### src/rtl/seq_pkg.sv
// Shared encodings for the LED shift sequencer: FSM states, pattern modes and shift direction.
package seq_pkg;

  localparam logic [1:0] ST_IDLE  = 2'd0;
  localparam logic [1:0] ST_LOAD  = 2'd1;
  localparam logic [1:0] ST_SHIFT = 2'd2;
  localparam logic [1:0] ST_DWELL = 2'd3;

  localparam logic [1:0] MODE_LEFT   = 2'd0;
  localparam logic [1:0] MODE_RIGHT  = 2'd1;
  localparam logic [1:0] MODE_BOUNCE = 2'd2;
  localparam logic [1:0] MODE_RSVD   = 2'd3;

  localparam logic DIR_LEFT  = 1'b1;
  localparam logic DIR_RIGHT = 1'b0;

  // Initial shift direction of a pattern; bounce starts moving toward the MSB.
  function automatic logic mode_dir(input logic [1:0] m);
    return (m == MODE_RIGHT) ? DIR_RIGHT : DIR_LEFT;
  endfunction

endpackage

### src/rtl/tick_gen.sv
// Prescaler: one-cycle tick every DIV clocks; clr holds the count at zero.
module tick_gen #(
  parameter int unsigned DIV = 4
) (
  input  logic clk,
  input  logic reset,
  input  logic clr,
  output logic tick_c
);

  localparam int unsigned PW = (DIV > 1) ? $clog2(DIV) : 1;
  localparam logic [PW-1:0] PMAX = PW'(DIV - 1);

  logic [PW-1:0] pcnt;

  always_ff @(posedge clk or negedge reset) begin
    if (!reset) begin
      pcnt <= '0;
    end else if (clr || (pcnt == PMAX)) begin
      pcnt <= '0;
    end else begin
      pcnt <= pcnt + PW'(1);
    end
  end

  assign tick_c = !clr && (pcnt == PMAX);

endmodule

### src/rtl/shift_sequencer.sv
// Sequencer for the LED shift register: load/shift/direction strobes paced by a prescaled tick.
// Build macro SEQ_LOSS_DETECT_EN adds the err output and one-hot recovery of the q feedback.
module shift_sequencer
  import seq_pkg::*;
#(
  parameter int unsigned WIDTH = 8,
  parameter int unsigned DIV   = 4,
  parameter int unsigned DWELL = 2,
  parameter int unsigned NPASS = 0
) (
  input  logic             clk,
  input  logic             reset,
  input  logic             start,
  input  logic             stop,
  input  logic [1:0]       mode,
  input  logic [WIDTH-1:0] q,
  output logic             sh_load,
  output logic [WIDTH-1:0] sh_seed,
  output logic             sh_en,
  output logic             sh_dir,
  output logic             busy,
  output logic             done,
`ifdef SEQ_LOSS_DETECT_EN
  output logic             err,
`endif
  output logic [7:0]       pass_cnt
);

  localparam int unsigned DCW = (DWELL > 1) ? $clog2(DWELL) : 1;
  localparam logic [DCW-1:0] DLAST = DCW'((DWELL > 0) ? (DWELL - 1) : 0);

  logic [1:0]       state, state_n;
  logic [1:0]       mode_q, mode_n;
  logic [DCW-1:0]   dcnt, dcnt_n;
  logic             dir_n, load_n, en_n, done_n;
  logic [WIDTH-1:0] seed_n;
  logic [7:0]       pass_n, pass_inc;
  logic             tick, tick_clr, at_end, complete;
`ifdef SEQ_LOSS_DETECT_EN
  logic             err_n, lost;
`else
  logic             unused_q;
  assign unused_q = ^q;
`endif

  // Single lit bit at the pattern's starting end.
  function automatic logic [WIDTH-1:0] seed_of(input logic [1:0] m);
    return (m == MODE_RIGHT) ? {1'b1, {(WIDTH-1){1'b0}}} : {{(WIDTH-1){1'b0}}, 1'b1};
  endfunction

  assign tick_clr = (state == ST_IDLE) || (state == ST_LOAD);

  tick_gen #(.DIV(DIV)) u_tick (
    .clk    (clk),
    .reset  (reset),
    .clr    (tick_clr),
    .tick_c (tick)
  );

  assign at_end   = (sh_dir == DIR_LEFT) ? q[WIDTH-1] : q[0];
  assign pass_inc = (pass_cnt == 8'hFF) ? 8'hFF : pass_cnt + 8'd1;
  assign complete = (NPASS != 0) && (32'(pass_inc) == NPASS);
`ifdef SEQ_LOSS_DETECT_EN
  assign lost     = (q == '0) || ((q & (q - {{(WIDTH-1){1'b0}}, 1'b1})) != '0);
`endif

  always_comb begin
    state_n = state;
    mode_n  = mode_q;
    dir_n   = sh_dir;
    pass_n  = pass_cnt;
    dcnt_n  = dcnt;
    load_n  = 1'b0;
    seed_n  = '0;
    en_n    = 1'b0;
    done_n  = 1'b0;
`ifdef SEQ_LOSS_DETECT_EN
    err_n   = 1'b0;
`endif
    case (state)
      ST_IDLE: begin
        if (start && !stop && (mode != MODE_RSVD)) begin
          state_n = ST_LOAD;
          mode_n  = mode;
          dir_n   = mode_dir(mode);
          pass_n  = '0;
          load_n  = 1'b1;
          seed_n  = seed_of(mode);
        end
      end
      ST_LOAD: state_n = ST_SHIFT;
      ST_SHIFT: begin
        if (tick) begin
          if (!at_end) begin
            en_n = 1'b1;
          end else if (complete) begin
            state_n = ST_IDLE;
            pass_n  = pass_inc;
            done_n  = 1'b1;
          end else begin
            pass_n = pass_inc;
            if (mode_q == MODE_BOUNCE) begin
              dir_n = !sh_dir;
              if (DWELL != 0) state_n = ST_DWELL;
            end else begin
              load_n = 1'b1;
              seed_n = seed_of(mode_q);
            end
          end
        end
      end
      ST_DWELL: begin
        if (tick) begin
          if (dcnt == DLAST) begin
            dcnt_n  = '0;
            state_n = ST_SHIFT;
          end else begin
            dcnt_n = dcnt + DCW'(1);
          end
        end
      end
      default: state_n = ST_IDLE;
    endcase
`ifdef SEQ_LOSS_DETECT_EN
    // A lost or duplicated bit restarts the pattern instead of being shifted along
    if (tick && lost && ((state == ST_SHIFT) || (state == ST_DWELL))) begin
      state_n = ST_SHIFT;
      dcnt_n  = '0;
      dir_n   = mode_dir(mode_q);
      pass_n  = pass_cnt;
      load_n  = 1'b1;
      seed_n  = seed_of(mode_q);
      en_n    = 1'b0;
      done_n  = 1'b0;
      err_n   = 1'b1;
    end
`endif
    // Abort keeps direction and pass count for inspection until the next start
    if (stop && (state != ST_IDLE)) begin
      state_n = ST_IDLE;
      dir_n   = sh_dir;
      pass_n  = pass_cnt;
      dcnt_n  = '0;
      load_n  = 1'b0;
      seed_n  = '0;
      en_n    = 1'b0;
      done_n  = 1'b0;
`ifdef SEQ_LOSS_DETECT_EN
      err_n   = 1'b0;
`endif
    end
  end

  always_ff @(posedge clk or negedge reset) begin
    if (!reset) begin
      state <= ST_IDLE;
    end else begin
      state <= state_n;
    end
  end

  always_ff @(posedge clk or negedge reset) begin
    if (!reset) begin
      mode_q   <= MODE_LEFT;
      dcnt     <= '0;
      sh_load  <= 1'b0;
      sh_seed  <= '0;
      sh_en    <= 1'b0;
      sh_dir   <= 1'b0;
      busy     <= 1'b0;
      done     <= 1'b0;
      pass_cnt <= '0;
`ifdef SEQ_LOSS_DETECT_EN
      err      <= 1'b0;
`endif
    end else begin
      mode_q   <= mode_n;
      dcnt     <= dcnt_n;
      sh_load  <= load_n;
      sh_seed  <= seed_n;
      sh_en    <= en_n;
      sh_dir   <= dir_n;
      busy     <= (state_n != ST_IDLE);
      done     <= done_n;
      pass_cnt <= pass_n;
`ifdef SEQ_LOSS_DETECT_EN
      err      <= err_n;
`endif
    end
  end

endmodule

### config.mk
export PLATFORM = sky130hd
export DESIGN_NAME = shift_sequencer
export DESIGN_NICKNAME = d
export VERILOG_FILES = /design/src/rtl/seq_pkg.sv /design/src/rtl/tick_gen.sv /design/src/rtl/shift_sequencer.sv
export SDC_FILE = /design/constraint.sdc
export NUM_CORES = 1
export LEC_CHECK = 0
export BUFFER_PORTS_ARGS = -buffer_cell sky130_fd_sc_hd__buf_4
export CAP_MARGIN = 10
export CORE_MARGIN = 3
export CORE_UTILIZATION = 45
export DETAILED_ROUTE_END_ITERATION = 7
export PLACE_DENSITY_LB_ADDON = 0.1
export SLEW_MARGIN = 10
export SYNTH_ARGS = -nofsm -noshare
export SYNTH_HDL_FRONTEND = slang
export SYNTH_HIERARCHICAL = 1
export SYNTH_SLANG_ARGS = --single-unit
### constraint.sdc
create_clock -name clk -period 2.3 [get_ports clk]
set_clock_uncertainty 0.2 [all_clocks]
set_input_delay 0.23 -clock clk [delete_from_list [all_inputs] [get_ports clk]]
set_output_delay 0.23 -clock clk [all_outputs]
set_load 0.02 [all_outputs]
Yosys cells after proc, flatten, opt, wreduce, memory -nomap -nowiden
Cells that the tools add are included.
{"block": "word_totals", "elab_cells": 89, "output_inout_bits": 21, "input_bits": 14, "ff_bits": 27}
{"block": "classes", "add_sub_neg": 3, "n_eq_ne": 13, "n_mux": 43, "n_reduce_logical": 19, "bitwise_logic": 1}
{"op": "$mux W8", "n": 11}
{"op": "$pmux W8 S2", "n": 2}
{"op": "$mux W1", "n": 19}
{"op": "$mux W2", "n": 8}
{"op": "$reduce_bool A2 Y1", "n": 5}
{"op": "$add A8 B1 Y8 const B", "n": 1}
{"op": "$eq A2 B2 Y1 const B", "n": 4}
{"op": "$eq A8 B8 Y1 const B", "n": 1}
{"op": "$ne A2 B2 Y1 const B", "n": 4}
{"op": "$pmux W2 S4", "n": 1}
{"op": "$eq A2 B1 Y1 const B", "n": 3}
{"op": "$reduce_and A6 Y1", "n": 1}
{"op": "$reduce_and A5 Y1", "n": 1}
{"op": "$logic_and A1 B1 Y1", "n": 4}
{"op": "$pmux W1 S2", "n": 2}
{"op": "$reduce_and A2 Y1", "n": 2}
{"op": "$logic_not A1 Y1", "n": 3}
{"op": "$add A2 B1 Y2 const B", "n": 1}
{"op": "$logic_not A2 Y1", "n": 1}
{"op": "$logic_or A1 B1 Y1", "n": 2}
{"op": "$ne A2 B1 Y1 const B", "n": 1}
{"op": "$add A1 B1 Y1 const B", "n": 1}
{"op": "$not A1 Y1", "n": 1}

Depth between registers and ports, before layout
{"block": "depth", "ltp_word": 8, "mapped_depth": 8, "ltp_nobuf": 6}

By module
The synthesis kept the hierarchy.
{"module": "shift_sequencer", "area_each_um2": 1096.1, "instances": 1, "seq_area_each_um2": 475.5, "cells_each": 124}
{"module": "tick_gen", "area_each_um2": 86.3, "instances": 1, "seq_area_each_um2": 50.0, "cells_each": 6}

Worst setup path before layout
OpenSTA, ideal clock, no wires.
{"block": "synth_timing", "kind": "register to register", "startpoint": "register state[1]", "endpoint": "register pass_cnt[3]", "period_less_slack_ns": 2.153, "required_time_ns": 1.975, "n_path_buf": 2, "arrival_time_ns": 1.828, "stages_incl_launch_ff": 9, "path_slack_ns": 0.147, "setup_time_ns": 0.125, "cell_sequence": "dfrtp_1 -> clkbuf_1 -> inv_1 -> nor2b_1 -> nand4bb_1 -> o22ai_2 -> buf_4 -> a21boi_0 -> o21ai_1"}
{"block": "synth_between", "elab_chain_cells": 6, "word_cells_on_any_way": 15, "classes_between": "5 x eq/ne; 1 x mux; 1 x bitwise; 8 x reduce/logical"}
{"element": "start, declared", "line": "shift_sequencer.sv:32", "source": "logic [1:0] state, state_n;"}
{"element": "start signal, assigned", "line": "shift_sequencer.sv:158", "source": "state <= state_n;"}
{"element": "$eq A2 B1 Y1 / $logic_not A2 Y1 (equally long branches)", "line": "shift_sequencer.sv:51", "source": "assign tick_clr = (state == ST_IDLE) || (state == ST_LOAD);"}
{"element": "$logic_or A1 B1 Y1 (*)", "line": "shift_sequencer.sv:51"}
{"element": "via tick_clr", "line": "shift_sequencer.sv:38", "source": "logic tick, tick_clr, at_end, complete;"}
{"element": "$logic_not A1 Y1 (*)", "line": "tick_gen.sv:26", "source": "assign tick_c = !clr && (pcnt == PMAX);"}
{"element": "$logic_and A1 B1 Y1 (*)", "line": "tick_gen.sv:26"}
{"element": "via tick", "line": "shift_sequencer.sv:38"}
{"element": "$ne A2 B2 Y1 (no source line) (*)"}
{"element": "$reduce_and A5 Y1 (no source line) (*)"}
{"element": "end signal, assigned", "line": "shift_sequencer.sv:185", "source": "pass_cnt <= pass_n;"}
{"element": "end, declared", "line": "shift_sequencer.sv:26", "source": "output logic [7:0] pass_cnt"}
The timed path passes the listed nets; every way through them passes the cells marked *.
A chain may end at the register's enable or synchronous reset.

Final worst setup path
{"block": "layout_timing", "startpoint": "input port stop", "endpoint": "register sh_dir"}
{"block": "layout_between", "elab_chain_cells": 5, "word_cells_on_any_way": 7, "classes_between": "1 x eq/ne; 1 x bitwise; 5 x reduce/logical"}
{"element": "start, declared", "line": "shift_sequencer.sv:14", "source": "input logic stop,"}
{"element": "$logic_not A1 Y1", "line": "shift_sequencer.sv:82", "source": "if (start && !stop && (mode != MODE_RSVD)) begin"}
{"element": "$logic_and A1 B1 Y1 (2 in series)", "line": "shift_sequencer.sv:82"}
{"element": "$ne A2 B1 Y1 (no source line)"}
{"element": "$reduce_and A6 Y1 (no source line) (*)"}
{"element": "end signal, assigned", "line": "shift_sequencer.sv:182", "source": "sh_dir <= dir_n;"}
{"element": "end, declared", "line": "shift_sequencer.sv:20", "source": "output logic sh_dir,"}
Mark *: on every way between the ends. The rest lies on a longest branch, timed or not.

==> flow_summary_export.csv <==
group,metric,value,unit
status,status,"completed",
pwr,power_density,557,nW/µm²
placed_design,dp.cells,179,
clock_network,clk_pin_slew_worst_paths,0.11,ns
synthesis,synth_compound_area_frac,0.183,
final_layout,drive_gt1_frac,0.214,
worst_setup_path,cp_data_arrival_time,2.16,ns
clock_network,cts_made_buffers,3,
clock_network,root_buffer,"clkbuf_4",
worst_setup_path,cp-end-kind,"flop",
clock_network,clk_latency,0.30,ns
drt,drt_iter0_markers,42,
synthesis,synth_seq_cells,21,
synthesis,async_flop_share,1.00,
timing,max_freq,459,MHz
synthesis,synthTopCellsByCount,"dfrtp_1 (21), nor2_1 (18), a21oi_1 (11)",
synthesis,dominantRegCellSynth,"dfrtp_1",
floorplanning,die_x,57.3,µm
synthesis,yosysTopAreaCell,"dfrtp_1",
synthesis,synth_xor_xnor_area_share,0,
timing,rsz0062_at_grt,"false",
worst_setup_path,critPathRequiredTime,2.28,ns
drt,routed_via_density,5.59,
synthesis,synthMuxAreaShare,0.0275,
final_layout,nFillCells,212,
floorplanning,dieArea,3280,µm²
floorplanning,io_pins,35,
pwr,p_leak,0.677,nW
synthesis,synth_top_family_by_area,"simple AND/OR/NAND/NOR gates",
timing,final_hold_viol_count,0,
clock_network,cts_buffer_depth,2,
synthesis,synth_top_area_share,0.444,
synthesis,syn-cell-area,1180,µm²
synthesis,synthAdderAreaFrac,0.0423,
flow_run,max-cap-violations,0,
min_path,hold_class,"in -> reg",
worst_setup_path,crit_type,"in -> reg",
synthesis,synthSimpleGateAreaFrac,0.220,
worst_setup_path,start_kind,"input pin",
grt,grt_max_degree,22,
drt,drtAntennaViolNets,0,
timing,period_minus_slack,2.18,ns
final_layout,layoutNonFillerInstCount,187,
floorplanning,coreArea,2340,µm²
pwr,vdd_ir_drop_max,0.528,mV
drt,wirelength,2440,µm
synthesis,synthCells,130,
synthesis,synth-edff-count,0,
synthesis,synth_cell_type_count,36,
timing,whs,0.0272,ns
placed_design,io_buffers,21,
timing,tns,0,ns
drt,routedWlPerCell,13.0,µm
placed_design,place_area,1360,µm²
timing,setup_viol,0,
final_layout,area_growth,21.0,%
grt,grt_pass1_wl,4160,µm
clock_network,cts_tree,"done",
floorplanning,start_util,0.505,
synthesis,synth_area_leaders,"dfrtp_1 (44%), nor2_1 (5.7%), buf_4 (5.1%), a21oi_1 (4.7%), ha_1 (4.2%)",
clock_network,post_cts_buffers,0,
placed_design,pre_cts_ws,0.359,ns
grt,grt.overflow.total,0,
synthesis,ys_warn_count,6,
clock_network,htreeDepth,1,
grt,grt_pass1_vias,942,
floorplanning,die_h,57.3,µm
final_layout,nNetsFinal,178,
final_layout,fin_area,1430,µm²
worst_setup_path,cp_max_fo,11,
timing,final_max_slew_viol_count,0,
clock_network,clock-sinks,21,
final_layout,num_antenna_cells,0,
timing,fin_ws,0.121,ns
final_layout,post-route-util,0.611,
placed_design,place_hpwl,1900,µm
floorplanning,num_rows,17,
drt,vias,1045,
grt,antenna_found_initial,0,
placed_design,gp_congestion,0.788,
synthesis,yosysMostFrequentCell,"dfrtp_1",
pwr,finalPower,796,µW
drt,drc_errors,0,
grt,grt_usage,0.158,
timing,timing.final.crit_share,0.947,
synthesis,synth_seq_area_share,0.444,
drt,drt_first_pass_iters,4,
synthesis,syn-mean-instance-area,9.10,µm²
==> layout make-up <==
class	count	area [µm²]	area share
well taps	28	35.0	0.0245
repair buffers	30	235	0.164
inverters	6	22.5	0.0157
multi-input cells	98	586	0.409
flip-flops and latches	21	526	0.367
clock buffers	4	26.3	0.0184
==> path summary, 6_finish.rpt <==
check	cells after the start	end	slack, ns	from
max	6	sh_dir	0.12	stop
min	3	mode_q[0]	0.03	mode[0]
max reg2reg	4	sh_dir	0.35	state[1]
min reg2reg	1	u_tick/pcnt[0]	0.27	u_tick/pcnt[0]
max in group asynchronous	2	u_tick/pcnt[0]	1.55	reset
min in group asynchronous	2	busy	0.14	reset
==> power by group <==
group	internal (mW)	switching [mW]	total [mW]
Combinational	0.0875	0.108	0.196
Clock	0.0676	0.104	0.171
Sequential	0.398	0.0314	0.429
==> layout by cell type, fill, tap and decap left out, types with 2 or more instances in the layout <==
master	count
ha_1	4
conb_1	7
nand2b_1	4
dfrtp_1	21
mux2_2	2
buf_4	26
o21ai_0	7
and3_1	2
dlygate4sd3_1	4
nand3_1	5
clkbuf_4	3
o31ai_1	2
nor3_1	5
inv_1	6
nand2_1	7
a41oi_1	2
nand4_1	2
a31oi_1	3
nor2_1	18
a21oi_1	11
==> cells by family after synthesis <==
logic type / after synthesis
simple gates: 50
other cells: 1
fa+ha+maj: 4
flops: 21
buf+inv: 17
compound gates: 34
mux: 3
==> worst max-delay path: stages <==
cell,delay (ns)
dlygate4sd3_1,0.54
buf_4,0.17
or4b_4,0.57
or3b_1,0.43
o311ai_1,0.10
o41ai_1,0.11
==> metal layers <==
metal / global-route usage / part of all wire / wire length, µm
met5: 0 / 0 / 0
met4: 0.0232 / 0.0053 / 13
met3: 0.0452 / 0.074 / 180
met2: 0.264 / 0.46 / 1120
met1: 0.208 / 0.46 / 1120
==> state kept, by name, summed over array words and instances (netlist names) <==
name	flops
mode_q	2
u_tick/pcnt	2
sh_load	1
dcnt	1
state	2
pass_cnt	8
sh_seed	2
busy	1
sh_dir	1
sh_en	1
==> timing repair <==
item / CTS / global route
hold endpoints to repair: 26 / 0
endpoints found under the setup margin: 0 / 0
resized for setup: 0 / 0
hold buffers: 4 / 0
Note: power is estimated with default switching activity, not from simulation.
